==> src/rtl/fpu_ftoi_pkg.sv <==
// FPU constants: float fields, opcodes, ftoi FSM states, saturation bounds.
package fpu_ftoi_pkg;

  localparam int SIGN_BIT = 15;
  localparam int EXP_HI   = 14;
  localparam int EXP_LO   = 7;
  localparam int MANT_HI  = 6;
  localparam int MANT_LO  = 0;

  localparam int EXP_BIAS = 127;
  localparam int INT_W    = 16;

  localparam logic [15:0] INT_MAX = 16'h7FFF;
  localparam logic [15:0] INT_MIN = 16'h8000;

  typedef enum logic [3:0] {
    OPitof = 4'd10,
    OPftoi = 4'd11
  } fpu_op_e;

  // ftoi states sit in the 16..20 block after the itof states
  typedef enum logic [4:0] {
    FTOI_IDLE   = 5'd16,
    FTOI_UNPACK = 5'd17,
    FTOI_ALIGN  = 5'd18,
    FTOI_FIX    = 5'd19,
    FTOI_DONE   = 5'd20
  } ftoi_state_e;

  typedef enum logic [2:0] {
    CLS_ZERO,
    CLS_NORM,
    CLS_BIG,
    CLS_INF,
    CLS_NAN
  } ftoi_cls_e;

endpackage

==> src/rtl/fpu_ftoi_align.sv <==
// Barrel shifter aligning {1,mant} to an integer by unbiased exponent e.
// FTOI_RNE_EN adds guard and sticky outputs for rounding.
module ftoi_align
  import fpu_ftoi_pkg::*;
#(
  parameter int MAG_W = INT_W + 1
) (
  input  logic [7:0]        i_m,
  input  logic signed [8:0] i_e,
  output logic [MAG_W-1:0]  o_mag
`ifdef FTOI_RNE_EN
  ,
  output logic              o_guard,
  output logic              o_sticky
`endif
);

  localparam logic signed [8:0] E_SAT = 9'(MAG_W - 1);

  logic [4:0] w_lsh;
  logic [3:0] w_rsh;

  assign w_lsh = 5'(i_e - 9'sd7);
  assign w_rsh = 4'd7 - i_e[3:0];

`ifdef FTOI_RNE_EN
  logic [23:0] w_t;
  assign w_t = {i_m, 16'b0} >> w_rsh;
`endif

  always_comb begin
    o_mag = '0;
`ifdef FTOI_RNE_EN
    o_guard  = 1'b0;
    o_sticky = 1'b0;
`endif
    unique case (1'b1)
      (i_e >= E_SAT):
        o_mag = MAG_W'(i_m);
      (i_e >= 9'sd7 && i_e < E_SAT):
        o_mag = MAG_W'(i_m) << w_lsh;
      (i_e >= -9'sd8 && i_e < 9'sd7): begin
`ifdef FTOI_RNE_EN
        o_mag    = MAG_W'(w_t[23:16]);
        o_guard  = w_t[15];
        o_sticky = |w_t[14:0];
`else
        o_mag = MAG_W'(i_m >> w_rsh);
`endif
      end
      default: begin
`ifdef FTOI_RNE_EN
        o_sticky = |i_m;
`endif
      end
    endcase
  end

endmodule

==> src/rtl/fpu_ftoi.sv <==
// PinKY float16 -> int16 converter, 4-cycle en/done handshake.
// Build with FTOI_RNE_EN for round-to-nearest-even instead of truncation.
module fpu_ftoi #(
  parameter int EXP_BIAS = fpu_ftoi_pkg::EXP_BIAS,
  parameter int INT_W    = fpu_ftoi_pkg::INT_W
) (
  input  logic             clk,
  input  logic             reset,
  input  logic             en,
  input  logic [15:0]      op,
  output logic [INT_W-1:0] result,
  output logic             done,
  output logic             ovf
);
  import fpu_ftoi_pkg::*;

  localparam int MAG_W = INT_W + 1;
  localparam logic [MAG_W-1:0] POS_LIM = MAG_W'((1 << (INT_W - 1)) - 1);
  localparam logic [MAG_W-1:0] NEG_LIM = MAG_W'(1 << (INT_W - 1));
  localparam logic [INT_W-1:0] SAT_MAX = {1'b0, {(INT_W-1){1'b1}}};
  localparam logic [INT_W-1:0] SAT_MIN = {1'b1, {(INT_W-1){1'b0}}};
  localparam logic signed [8:0] E_BIG  = 9'(INT_W);

  ftoi_state_e r_state, w_next;

  logic [15:0]       r_op;
  logic              r_sign;
  logic [7:0]        r_m;
  logic signed [8:0] r_e;
  ftoi_cls_e         r_cls;
  logic [MAG_W-1:0]  r_mag;
  logic [INT_W-1:0]  r_res;
  logic              r_ovf;

  logic [7:0]        w_exp;
  logic [6:0]        w_mant;
  logic signed [8:0] w_e;
  ftoi_cls_e         w_cls;
  logic [MAG_W-1:0]  w_mag;
  logic [MAG_W-1:0]  w_rmag;
  logic [INT_W-1:0]  w_fres;
  logic              w_fovf;

  assign w_exp  = r_op[EXP_HI:EXP_LO];
  assign w_mant = r_op[MANT_HI:MANT_LO];
  assign w_e    = 9'($signed({1'b0, w_exp}) - EXP_BIAS);

  always_comb begin
    w_cls = CLS_NORM;
    if (w_exp == 8'd0)
      w_cls = CLS_ZERO;
    else if (w_exp == 8'hFF)
      w_cls = (w_mant == 7'd0) ? CLS_INF : CLS_NAN;
    else if (w_e >= E_BIG)
      w_cls = CLS_BIG;
  end

`ifdef FTOI_RNE_EN
  logic w_guard, w_sticky;
  logic r_guard, r_sticky;

  ftoi_align #(.MAG_W(MAG_W)) u_align (
    .i_m      (r_m),
    .i_e      (r_e),
    .o_mag    (w_mag),
    .o_guard  (w_guard),
    .o_sticky (w_sticky)
  );

  assign w_rmag = r_mag + MAG_W'(r_guard & (r_sticky | r_mag[0]));
`else
  ftoi_align #(.MAG_W(MAG_W)) u_align (
    .i_m   (r_m),
    .i_e   (r_e),
    .o_mag (w_mag)
  );

  assign w_rmag = r_mag;
`endif

  always_comb begin
    w_fres = '0;
    w_fovf = 1'b0;
    unique case (r_cls)
      CLS_ZERO: w_fovf = 1'b0;
      CLS_NAN:  w_fovf = 1'b1;
      CLS_INF, CLS_BIG: begin
        w_fres = r_sign ? SAT_MIN : SAT_MAX;
        w_fovf = 1'b1;
      end
      default: begin
        if (!r_sign && w_rmag > POS_LIM) begin
          w_fres = SAT_MAX;
          w_fovf = 1'b1;
        end else if (r_sign && w_rmag > NEG_LIM) begin
          w_fres = SAT_MIN;
          w_fovf = 1'b1;
        end else if (r_sign) begin
          w_fres = INT_W'(-w_rmag);
        end else begin
          w_fres = w_rmag[INT_W-1:0];
        end
      end
    endcase
  end

  always_comb begin
    w_next = r_state;
    unique case (r_state)
      FTOI_IDLE:   if (en) w_next = FTOI_UNPACK;
      FTOI_UNPACK: w_next = FTOI_ALIGN;
      FTOI_ALIGN:  w_next = FTOI_FIX;
      FTOI_FIX:    w_next = FTOI_DONE;
      FTOI_DONE:   w_next = FTOI_IDLE;
      default:     w_next = FTOI_IDLE;
    endcase
  end

  assign done = (r_state == FTOI_IDLE);

  always_ff @(posedge clk or negedge reset) begin
    if (!reset) begin
      r_state <= FTOI_IDLE;
      r_op    <= '0;
      r_sign  <= 1'b0;
      r_m     <= '0;
      r_e     <= '0;
      r_cls   <= CLS_ZERO;
      r_mag   <= '0;
      r_res   <= '0;
      r_ovf   <= 1'b0;
      result  <= '0;
      ovf     <= 1'b0;
`ifdef FTOI_RNE_EN
      r_guard  <= 1'b0;
      r_sticky <= 1'b0;
`endif
    end else begin
      r_state <= w_next;
      if (r_state == FTOI_IDLE && en)
        r_op <= op;
      if (r_state == FTOI_UNPACK) begin
        r_sign <= r_op[SIGN_BIT];
        r_m    <= {1'b1, w_mant};
        r_e    <= w_e;
        r_cls  <= w_cls;
      end
      if (r_state == FTOI_ALIGN) begin
        r_mag <= w_mag;
`ifdef FTOI_RNE_EN
        r_guard  <= w_guard;
        r_sticky <= w_sticky;
`endif
      end
      if (r_state == FTOI_FIX) begin
        r_res <= w_fres;
        r_ovf <= w_fovf;
      end
      if (r_state == FTOI_DONE) begin
        result <= r_res;
        ovf    <= r_ovf;
      end
    end
  end

endmodule
==> config.mk <==
export PLATFORM = sky130hd
export DESIGN_NAME = fpu_ftoi
export DESIGN_NICKNAME = d
export VERILOG_FILES = /design/src/rtl/fpu_ftoi_pkg.sv /design/src/rtl/fpu_ftoi_align.sv /design/src/rtl/fpu_ftoi.sv
export SDC_FILE = /design/constraint.sdc
export NUM_CORES = 1
export LEC_CHECK = 0
export BUFFER_PORTS_ARGS = -buffer_cell sky130_fd_sc_hd__buf_2
export CAP_MARGIN = 20
export CORE_MARGIN = 5
export CORE_UTILIZATION = 25
export DETAILED_ROUTE_END_ITERATION = 10
export PLACE_DENSITY = 0.43
export SLEW_MARGIN = 20
export SYNTH_ARGS = -nofsm -noshare
export SYNTH_HDL_FRONTEND = slang
export SYNTH_SLANG_ARGS = --single-unit
==> constraint.sdc <==
create_clock -name clk -period 2.6 [get_ports clk]
set_input_delay 0.65 -clock clk [delete_from_list [all_inputs] [get_ports clk]]
set_output_delay 0.65 -clock clk [all_outputs]
set_load 0.03 [all_outputs]
**After elaboration in Yosys (flattened, before gate mapping)**

Cells that the tools add are included.

- Logic and storage cells: 62
- Bits in registers: 93

- Order comparisons: 8
- Add/subtract/negate cells: 4
- Reductions and logical operators: 12
- Multiplexer cells: 15
- Equality and inequality tests: 10
- Shift operators: 2

Operators with widths:

| cell | number |
|---|---|
| two-way mux 16 bit | 4 |
| one-hot mux 17 bit (3 select lines) | 1 |
| one-hot mux 16 bit (2 select lines) | 1 |
| equality test 5 bit, second input constant | 5 |
| one-hot mux 5 bit (4 select lines) | 1 |
| >= comparator 9 x 4 -> 1 bit, second input constant | 2 |
| >= comparator 9 x 6 -> 1 bit, second input constant | 2 |
| greater-than comparator 17 x 15 -> 1 bit, second input constant | 1 |
| greater-than comparator 17 x 16 -> 1 bit, second input constant | 1 |
| << shifter 8 x 5 -> 17 bit | 1 |
| right shift 8 x 4 -> 17 bit | 1 |
| negator 16 bit | 1 |
| < comparator 9 x 4 -> 1 bit, second input constant | 1 |
| < comparator 9 x 6 -> 1 bit, second input constant | 1 |
| two-way mux 3 bit | 3 |
| subtractor 8 x 7 -> 9 bit, second input constant | 1 |
| equality test 8 bit, second input constant | 1 |
| logical NOT 8 bit | 1 |
| logical NOT 7 bit | 1 |
| equality test 3 x 2 -> 1 bit, second input constant | 2 |
| logical AND 1 bit | 5 |
| two-way mux 5 bit | 1 |
| subtractor 5 x 4 -> 5 bit, second input constant | 1 |
| OR reduction 2 bit | 2 |
| other kinds (9) | 10 |

**Logic depth before layout (Yosys ltp)**

- Depth in word-level cells: 5
- Depth in mapped cells: 11
- Mapped depth without buffers: 7

**Hierarchy**

Synthesis repeated with hierarchy kept, for this count alone.

- Cells, all modules: 522
- Area, all modules: 5276.3 um2

By module, submodules not included:

| module | area each (um2) | sequential area each (um2) | cells an instance | times used |
|---|---|---|---|---|
| fpu_ftoi | 4255.3 | 2277.2 | 386 | 1 |
| ftoi_align | 1021.0 | 0.0 | 136 | 1 |

**Worst setup path before layout**

No wires, ideal clock.

- Kind: flip-flop to flip-flop
- From: reg r_e[0]
- To: reg r_mag[14]
- Arrival time: 2.574 ns
- Clock period less this slack: 2.639 ns
- Library setup time: 0.065 ns
- Path buffers: 5
- Stages on the path, launching flop included: 12
- Slack: -0.039 ns
- Cells stage by stage: dfrtp_1 -> buf_2 -> buf_2 -> buf_2 -> inv_1 -> ha_1 -> clkbuf_1 -> clkbuf_1 -> mux2i_1 -> mux2i_1 -> o41ai_1 -> a31o_2

- Longest elaborated chain between the ends: 3
- Elaborated cells between the ends (all ways): 12
- Those cells by class: 2 x add/sub; 5 x order compare; 2 x shift; 1 x mux; 2 x reduce/logical

Ends and longest elaborated chain:

| what | line | source |
|---|---|---|
| start: declaration | fpu_ftoi.sv:29 | `logic signed [8:0] r_e;` |
| start signal: assignment | fpu_ftoi.sv:145 | `r_e <= w_e;` |
| subtractor 5 x 4 -> 5 bit (tied with other cells) | fpu_ftoi_align.sv:23 | `assign w_lsh = 5'(i_e - 9'sd7);` |
| << shifter 8 x 5 -> 17 bit (tied with other cells) | fpu_ftoi_align.sv:41 | `o_mag = MAG_W'(i_m) << w_lsh;` |
| one-hot mux 17 bit (3 select lines) * | fpu_ftoi_align.sv:37 | `unique case (1'b1)` |
| end signal: assignment | fpu_ftoi.sv:149 | `r_mag <= w_mag;` |
| end: declaration | fpu_ftoi.sv:31 | `logic [MAG_W-1:0] r_mag;` |

Every way passes the cells marked *; elsewhere a longest branch is shown, timed or not.
A chain may end at the register's enable or synchronous reset.

**Final worst setup path**

Same ends and word-level chain as after synthesis.

==> flow_summary.yaml <==
floorplan:
  fp.dieW_um: 155
  core_area_sq_um: 20900
  initial_utilization_pct: 25.3
  die_h_um: 155
  top_level_ports: 37
  dieArea_sq_um: 24100
  floorplan.rows: 53
worst_setup_path:
  timing.critical_path.mode_cell: "sky130_fd_sc_hd__mux2i_1"
  worst-r2r-setup-slack_ns: 0.31
  critPathMaxStageDelay_ns: 0.67
  worst-path-max-fanout: 16
  data_required_time_of_the_critical_path_ns: 2.89
  r2r_end: "r_mag[14]$_DFFE_PN0N_"
  setup.worst_path.start_class: "register"
  timing.critical_path.to_type: "register"
  reg2regPathDepth: 6
  critical_path.cell_chain: "inv_1, ha_1, mux2i_1, mux2i_1, o41ai_1, a31o_2"
  master_of_the_slowest_instance_on_the_critical_path: "sky130_fd_sc_hd__ha_1"
  worstSetupPathType: "register to register"
  worst_r2r_startpoint: "r_e[0]$_DFFE_PN0P_"
  critPathArrivalTime_ns: 2.58
worst_hold_path:
  hold_path.class: "primary input to async pin"
synthesis:
  ys_seq_elements: 91
  count_of_warnings_emitted_by_yosys: 0
  syn_nets: 568
  synth_top_cells_by_count: "sky130_fd_sc_hd__dfrtp_1 (91), sky130_fd_sc_hd__nand2_1 (72), sky130_fd_sc_hd__nor2_1 (46), sky130_fd_sc_hd__mux2_2 (37), sky130_fd_sc_hd__o21ai_0 (25)"
  synth_sequential_area_ratio_pct: 43.1
  synth_area_sq_um: 5280
  synth_area_leader_cell: "sky130_fd_sc_hd__dfrtp_1"
  post-synth-top-area-fraction_pct: 43.1
  post-synth-top-count-cell: "sky130_fd_sc_hd__dfrtp_1"
  yosys_most_used_dff: "sky130_fd_sc_hd__dfrtp_1"
  synth.lib_cells_used.distinct: 74
  postSynthAreaPerCell_sq_um: 9.72
  ys_async_sr_fraction_pct: 100
  synth_cells: 543
  synth_area_leaders: "sky130_fd_sc_hd__dfrtp_1 (43%), sky130_fd_sc_hd__mux2_2 (7.9%), sky130_fd_sc_hd__nand2_1 (5.1%), sky130_fd_sc_hd__nor2_1 (3.3%), sky130_fd_sc_hd__mux2i_1 (2.8%)"
  count_of_flip_flops_with_a_built_in_enable_after_synthesis: 0
clock_network:
  ctsResizeCount: 0
  clock-sinks: 91
  cts_hold_buffers: 0
  clock_path_buffers: 2
  cts.clk_slew.worst_paths_ns: 0.07
  clk_latency_ns: 0.35
  cts_made_buffers: 9
  cts.repair_timing.setup_buffer_count: 0
  cts-root-buf: "sky130_fd_sc_hd__clkbuf_16"
  htreeDepth: 3
  cts_tree: "done"
placement:
  dpl.hpwl_um: 10500
  placement.setup.worst_slack_ns: 0.335
  placement.io_buffers: 36
  place_congestion: 0.848
timing:
  setup_viol: 0
  clock.fmax_mhz: 437
  final.min_clock_period_ns: 2.29
  final_critical_path_setup_slack_ns: 0.310
  final.setup.tns_ns: 0
  rsz0062_at_grt: "no"
  hold_viol_final: 0
  clock_skew_after_layout_ns: 0.00845
  slew_viol_final: 0
  fin_crit_sh_pct: 88.1
  worstMarginPinSlew_ns: 0.695
  timing.max_slew.rel_slack_pct: 53.7
power_and_ir_drop:
  overall_power_of_the_completed_layout_w: 0.00820
  power.ir.vdd_worst_mv: 0.438
  pwr_density_cell_nw_per_um2: 1350
  p_leak_nw: 2.52
global_route:
  globalRouteOverflowTotal: 0
  globalRouteTotalUtil_pct: 11.7
  first_pass_grt_wire_length_um: 22600
  grt_pass1_vias: 4126
  antenna_violations_before_repair: 0
  grt_start_max_net_pins: 36
route:
  wl_um: 13700
  drt-initial-drc-count: 248
  remaining_design_rule_violation_count: 0
  post_route_antenna_net_violation_count: 0
  drt-vias-per-instance: 4.86
  firstDrtPassIters: 4
  route.detailed.wl_per_inst_um: 16.1
  routed-via-count: 4142
status:
  status: "finished clean"
layout:
  finalNetCount: 597
  diodes: 0
  drive_above_1_share_pct: 22.5
  area_growth_syn_to_layout_pct: 14.8
  finish.utilization_pct: 29.0
run:
  drv.max_cap_violation_count: 0
-- report_power, final --
part	internal (W)	leakage [nW]	total [W]	switching [W]
Combinational	0.00178	1.25	0.00413	0.00236
Clock	0.000745	0.135	0.00130	0.000551
Sequential	0.00205	1.13	0.00277	0.000726
Total	0.00457	2.52	0.00820	0.00363
-- worst max-delay path by stage --
stage / from / endpoint / slack, ns / cells past startpoint
after floorplan: r_e[0]$_DFFE_PN0P_ / r_mag[14]$_DFFE_PN0N_ / 0.06 / 11
after global placement: r_mag[0]$_DFFE_PN0N_ / r_res[14]$_DFFE_PN0P_ / 0.36 / 7
after detailed placement: r_mag[0]$_DFFE_PN0N_ / r_res[14]$_DFFE_PN0P_ / 0.34 / 7
after CTS: r_mag[0]$_DFFE_PN0N_ / r_res[14]$_DFFE_PN0P_ / 0.32 / 7
after global routing: r_e[0]$_DFFE_PN0P_ / r_mag[14]$_DFFE_PN0N_ / 0.09 / 6
final: r_e[0]$_DFFE_PN0P_ / r_mag[14]$_DFFE_PN0N_ / 0.31 / 6
-- cells in the final DEF (no fill, tap or decap), types with 13 or more instances in the layout --
| cell | synthesis | layout |
|---|---|---|
| sky130_fd_sc_hd__buf_4 | 1 | 20 |
| sky130_fd_sc_hd__nand2_1 | 72 | 72 |
| sky130_fd_sc_hd__mux2i_1 | 15 | 15 |
| sky130_fd_sc_hd__o21ai_0 | 25 | 25 |
| sky130_fd_sc_hd__nor2_1 | 46 | 46 |
| sky130_fd_sc_hd__mux2_2 | 37 | 37 |
| sky130_fd_sc_hd__nand3_1 | 13 | 13 |
| sky130_fd_sc_hd__buf_2 | 7 | 35 |
| sky130_fd_sc_hd__a21oi_1 | 19 | 19 |
| sky130_fd_sc_hd__xnor2_1 | 14 | 14 |
| sky130_fd_sc_hd__dfrtp_1 | 91 | 91 |
-- per-layer routing --
layer | track usage, % | vias up | part of all wire [%]
li1 | - | 2033 | -
met1 | 15.7 | 2013 | 47
met2 | 19.2 | 81 | 47
met3 | 2.34 | 15 | 3.8
met4 | 3.29 | 0 | 1.7
met5 | 0 | - | 0
-- cells by family (layout without fill, tap and decap cells) --
logic type               Yosys count  after routing  synth area share (%)
AO/OA/AOI/OAI                    119            119                  15.9
AND/OR/NAND/NOR                  197            197                  18.6
flip-flops                        91             91                  43.1
multiplexers                      55             55                  12.0
XOR/XNOR                          25             25                  4.15
adder cells (fa/ha/maj)            6              6                  1.42
buffers and inverters             50             84                  4.74
-- cell type report --
class                      count  area (sq um)
fill                        2217         14800
multi-input combinational    402          2750
sequential                    91          2280
timing repair buffer          56           345
tap                          275           344
clock buffer                  10           229
clock inverter                 6          66.3
inverter                      12          45.0
-- sequential cells by signal, indices dropped and copies added, names as in the netlist --
register  cells
r_res        16
r_sign        1
result       16
r_m           8
r_ovf         1
r_mag        17
r_state       3
r_e           9
r_op         16
r_cls         3
ovf           1
-- critical path, delay by kind of cell, from the launching register on --
| kind | cells | cell delay [ns] |
|---|---|---|
| fa+ha+maj | 1 | 0.67 |
| mux | 2 | 0.50 |
| flops | 1 | 0.48 |
| compound gates | 2 | 0.47 |
| buf+inv | 1 | 0.12 |
-- stage by stage --
step	area (sq um)	hold slack [ns]	cells
after detailed placement	5760	0.489	836
after global routing	6060	0.307	852
final	6060	0.270	852
after global placement	5760	0.484	836
after CTS	6060	0.278	852
after floorplan	5280	0.354	543
Note: power is estimated with default switching activity, not from simulation.
